**src/rtl/window_line_buffer.sv**
```systemverilog
// Sliding KxK window over a raster-ordered IFM stream: a (K-1) line + K pixel
// shift register, position/stride tracking and a flag for each window that lies fully inside the frame.
module window_line_buffer #(
  parameter int DATA_WIDTH  = 32,
  parameter int IFM_SIZE    = 14,
  parameter int KERNAL_SIZE = 5,
  parameter int STRIDE      = 1,
  parameter int OFM_SIZE    = (IFM_SIZE - KERNAL_SIZE) / STRIDE + 1,
  parameter int FIFO_SIZE   = (KERNAL_SIZE - 1) * IFM_SIZE + KERNAL_SIZE,
  parameter int COORD_BITS  = $clog2(IFM_SIZE)
) (
  input  logic                                            clk,
  input  logic                                            reset,
  input  logic                                            fifo_enable,
  input  logic [DATA_WIDTH-1:0]                           fifo_data_in,
  input  logic                                            flush,
  output logic [KERNAL_SIZE*KERNAL_SIZE*DATA_WIDTH-1:0]   window_data_out,
  output logic                                            window_valid,
  output logic [$clog2(OFM_SIZE)-1:0]                     window_row,
  output logic [$clog2(OFM_SIZE)-1:0]                     window_col,
  output logic                                            frame_done
);

  localparam int K          = KERNAL_SIZE;
  localparam int PHASE_BITS = (STRIDE > 1) ? $clog2(STRIDE) : 1;

  logic [DATA_WIDTH-1:0] fifo_q [FIFO_SIZE];
  logic [COORD_BITS-1:0] pix_col, pix_row;
  logic [COORD_BITS-1:0] next_col, next_row;
  logic [PHASE_BITS-1:0] col_phase, row_phase;
  logic                  push, col_last, row_last, in_win;

  // Phase of the next coordinate: pinned to 0 up to K-1 so the first window lands on phase 0.
  function automatic logic [PHASE_BITS-1:0] next_phase(input logic [COORD_BITS-1:0] next_pos,
                                                       input logic [PHASE_BITS-1:0] phase);
    if (next_pos <= COORD_BITS'(K - 1))
      return '0;
    else if (phase == PHASE_BITS'(STRIDE - 1))
      return '0;
    else
      return phase + 1'b1;
  endfunction

  always_comb begin
    push     = fifo_enable && !flush;
    col_last = (pix_col == COORD_BITS'(IFM_SIZE - 1));
    row_last = (pix_row == COORD_BITS'(IFM_SIZE - 1));
    next_col = col_last ? '0 : pix_col + 1'b1;
    next_row = row_last ? '0 : pix_row + 1'b1;
    in_win   = (pix_row >= COORD_BITS'(K - 1)) && (pix_col >= COORD_BITS'(K - 1)) &&
               (row_phase == '0) && (col_phase == '0);
  end

  // Stage p0: pixel shift register
  always_ff @(posedge clk or posedge reset) begin
    if (reset) begin
      for (int i = 0; i < FIFO_SIZE; i++) fifo_q[i] <= '0;
    end else if (push) begin
      fifo_q[0] <= fifo_data_in;
      for (int i = 1; i < FIFO_SIZE; i++) fifo_q[i] <= fifo_q[i-1];
    end
  end

  // Stage p0: position, stride phase and window flag registers
  always_ff @(posedge clk or posedge reset) begin
    if (reset) begin
      pix_col      <= '0;
      pix_row      <= '0;
      col_phase    <= '0;
      row_phase    <= '0;
      window_valid <= 1'b0;
      window_row   <= '0;
      window_col   <= '0;
      frame_done   <= 1'b0;
    end else if (flush) begin
      pix_col      <= '0;
      pix_row      <= '0;
      col_phase    <= '0;
      row_phase    <= '0;
      window_valid <= 1'b0;
      window_row   <= '0;
      window_col   <= '0;
      frame_done   <= 1'b0;
    end else if (fifo_enable) begin
      pix_col      <= next_col;
      col_phase    <= next_phase(next_col, col_phase);
      if (col_last) begin
        pix_row    <= next_row;
        row_phase  <= next_phase(next_row, row_phase);
      end
      window_valid <= in_win;
      frame_done   <= col_last && row_last;
      if (in_win) begin
        if (pix_col == COORD_BITS'(K - 1)) begin
          window_col <= '0;
          window_row <= (pix_row == COORD_BITS'(K - 1)) ? '0 : window_row + 1'b1;
        end else begin
          window_col <= window_col + 1'b1;
        end
      end
    end else begin
      window_valid <= 1'b0;
      frame_done   <= 1'b0;
    end
  end

  // Element r*K+c taps the shift register; r=0 is the oldest row, c=0 the leftmost column.
  for (genvar r = 0; r < K; r++) begin : g_row
    for (genvar c = 0; c < K; c++) begin : g_col
      assign window_data_out[(r*K+c)*DATA_WIDTH +: DATA_WIDTH] = fifo_q[(K-1-r)*IFM_SIZE + (K-1-c)];
    end
  end

endmodule

```
**config.mk**
```make
export PLATFORM = sky130hd
export DESIGN_NAME = window_line_buffer
export DESIGN_NICKNAME = d
export VERILOG_FILES = /design/src/rtl/window_line_buffer.sv
export SDC_FILE = /design/constraint.sdc
export NUM_CORES = 2
export LEC_CHECK = 0
export CAP_MARGIN = 40
export CORE_ASPECT_RATIO = 1.5
export CORE_MARGIN = 2
export CORE_UTILIZATION = 40
export DETAILED_ROUTE_END_ITERATION = 8
export HOLD_SLACK_MARGIN = 0.05
export PLACE_DENSITY_LB_ADDON = 0.25
export REMOVE_ABC_BUFFERS = 1
export SLEW_MARGIN = 5
export SYNTH_ARGS = -nofsm -noshare
export SYNTH_HDL_FRONTEND = slang
export SYNTH_SLANG_ARGS = --single-unit
```
**constraint.sdc**
```tcl
create_clock -name clk -period 76.8 [get_ports clk]
set_input_delay 23.04 -clock clk [delete_from_list [all_inputs] [get_ports clk]]
set_output_delay 23.04 -clock clk [all_outputs]
set_load 0.01 [all_outputs]
```
==> results.cfg <==
[final_layout]
regArea_um2 = 49300
multi_input_area_um2 = 22570
syn2layout_area_growth_pct = 14.39
nets = 9084
layout-drive-gt1-share_pct = 4.420
n_fill_cell = 19220

[floorplan]
dieArea_um2 = 203700
die_h_um = 551.8
coreArea_um2 = 199400
io_pins = 846
die_w_um = 369.2
start_util_pct = 40.12
num_rows = 201

[route]
vias_per_cell = 4.520
ant_nets = 0
drtIter0Drc = 3908
wl_mm = 167.6
via_count = 53450
drc = 0
dr.pass1.iters = 6
wl_per_cell_um = 14.17

[synthesis]
yosys.cell_types.count = 38
synth_edf_count = 0
async_flop_share_pct = 100.0
synth_warnings = 0
syn_inst = 9152
synth_seq_cells = 1970
synth_seq_area_share_pct = 61.61
netlist_area_um2 = 80020
synth_flop_cell = dfrtp_1
syn_area_per_cell_um2 = 8.743

[setup_path]
cpMaxStageDelayCell = clkdlybuf4s50_1
worstPathArrival_ps = 29040
cp-end-kind = flip-flop
cpPeakStageDelay_ps = 1070
cp_cell_sequence = clkdlybuf4s50_1 -> nand2b_4 -> buf_12 -> buf_4 -> buf_4 -> buf_16 -> buf_4 -> buf_4 -> buf_12 -> nand2_1 -> nand2_1
crit_required_ps = 77550
start_kind = input pin
critical_path_class = input pin to flip-flop
worst_path_most_repeated_cell = buf_4
critPathMaxFanout = 243

[cts]
cts_tree = done
clock-sinks = 1970
ctsResizeCount = 0
hold_buffers = 0
cts_max_level = 4
clk_latency_ps = 840
cts_buffer_depth = 4
postCtsSetupBuffers = 0
cts_buffers = 195
path_clk_slew_ps = 60
cts-root-buf = clkbuf_16

[pwr]
p_leak_nw = 50.41
power_density_nw_per_um2 = 24.94
peakVddDrop_mv = 0.02220

[sta]
rsz0062_at_grt = false
timing.final.crit_share_pct = 36.83
fin_skew_ps = 36.10
tns_ps = 0
slew_viol_final = 0
fmax_mhz = 35.35
timing.hold.ws_ps = 442.7
final-setup-viol-count = 0
finalCriticalPeriod_ps = 28290
worst_pin_slew_ps = 1251
hold_violations = 0
max-slew-margin-rel_pct = 16.60

[run_status]
status = complete, no violations

[grt]
overflow = 0
grt_pass1_wl_mm = 278.6
grt_pass1_vias = 51910
antenna_found_initial = 1
grt_usage_pct = 16.30
grt_max_degree = 259

[placement]
port_buffers = 845
hpwl_mm = 102.6
gp_congestion = 0.7936

[run]
cap_violations = 0

[min_path]
hold_path_class = flip-flop to flip-flop
final cells by class:
cell class	count	area share, %
Timing Repair Buffer	935	10.69
Clock buffer	274	6.136
Antenna cell	1	0.002734
Clock inverter	66	1.020
Inverter	5	0.02871
Tap cell	2639	3.607
Sequential cell	1970	53.86
Multi-Input combinational cell	5936	24.65
cell usage in the layout, fill, tap and decap left out, types with 3 or more instances in the layout:
master,instances
inv_1,4
clkbuf_16,195
clkinvlp_4,3
buf_4,52
a21oi_1,11
clkbuf_8,44
nor2_1,4
nand3_1,7
ha_1,5
nand4b_1,4
bufinv_16,19
clkinv_8,4
clkdlybuf4s50_1,845
clkbuf_1,35
dfrtp_1,1970
o211ai_1,3
nand2_1,5862
nand4_1,3
clkinv_2,32
o21ai_0,6
buf_12,14
buf_16,24
inv_16,4
per-stage QoR:
stage	power (mW)	instance area (um2)	utilization [%]	worst slack (ps)	instances
global route	2.388	91530	45.90	48070	11830
finish	2.283	91530	45.90	48510	11830
CTS	2.325	91530	45.90	48640	11830
detailed placement	1.323	84980	42.61	47750	11490
floorplan	1.276	71870	-	-9053	7911
global placement	1.314	84220	42.23	46560	11460
metal layers:
| layer | global-route usage, % | part of all wire [%] | vias up |
|---|---|---|---|
| met2 | 23.48 | 42 | 1169 |
| li1 | - | - | 26480 |
| met1 | 23.96 | 48 | 25580 |
| met3 | 5.030 | 7.8 | 225 |
| met4 | 3.804 | 1.9 | 0 |
| met5 | 0 | 0 | - |
critical path: cells and delay by family:
kind	cells	cell delay (ps)
buffers and inverters	8	4580
and+or+nand+nor	3	910
worst paths after layout:
check | slack [ps] | depth (start not counted) | startpoint | endpoint
min in group asynchronous | 22710 | 2 | reset | window_data_out[127]
hold / removal | 440 | 2 | fifo_q[770] | fifo_q[738]
setup / recovery | 48510 | 11 | flush | fifo_q[1268]
max in group asynchronous | 48800 | 12 | reset | fifo_q[1149]
setup reg to reg | 75220 | 3 | pix_col[3] | window_col[3]
hold reg to reg | 440 | 2 | fifo_q[770] | fifo_q[738]
synthesized netlist by cell type (2+ instances only):
library cell	number	area (um2)
nand3b_1	2	15.01
nor2_1	4	15.01
dfrtp_1	1970	49300
mux2_2	2	22.52
a31oi_1	2	12.51
clkbuf_1	51	191.4
nand4_1	3	18.77
or3b_2	2	17.52
nor2b_1	3	18.77
nand3_1	7	35.03
nand2b_1	2	12.51
inv_1	5	18.77
buf_4	804	6036
ha_1	5	62.56
or4b_1	2	20.02
o21ai_0	6	30.03
buf_1	6	22.52
buf_2	379	1897
nand2_1	5862	22000
and4b_1	2	20.02
o211ai_1	3	22.52
a21oi_1	11	55.05
nand4b_1	4	35.03
power by group:
| group | total [mW] | switching [mW] | internal [mW] |
|---|---|---|---|
| registers | 1.13 | 0.0383 | 1.09 |
| logic | 0.171 | 0.105 | 0.0666 |
| clock network | 0.981 | 0.407 | 0.574 |
| total | 2.28 | 0.550 | 1.73 |
logic make-up after synthesis:
| group | synth area share (%) |
|---|---|
| AO/OA/AOI/OAI | 0.2111 |
| flip-flops | 61.61 |
| XOR/XNOR | 0.01095 |
| AND/OR/NAND/NOR | 27.85 |
| adder cells (fa/ha/maj) | 0.07818 |
| multiplexers | 0.02814 |
| buffers and inverters | 10.21 |
registers in the layout, summed over array words and instances (netlist names):
signal,cells
fifo_q,1152
window_data_out,800
pix_col,4
pix_row,4
window_col,4
window_row,4
frame_done,1
window_valid,1
Note: power is estimated with default switching activity, not from simulation.
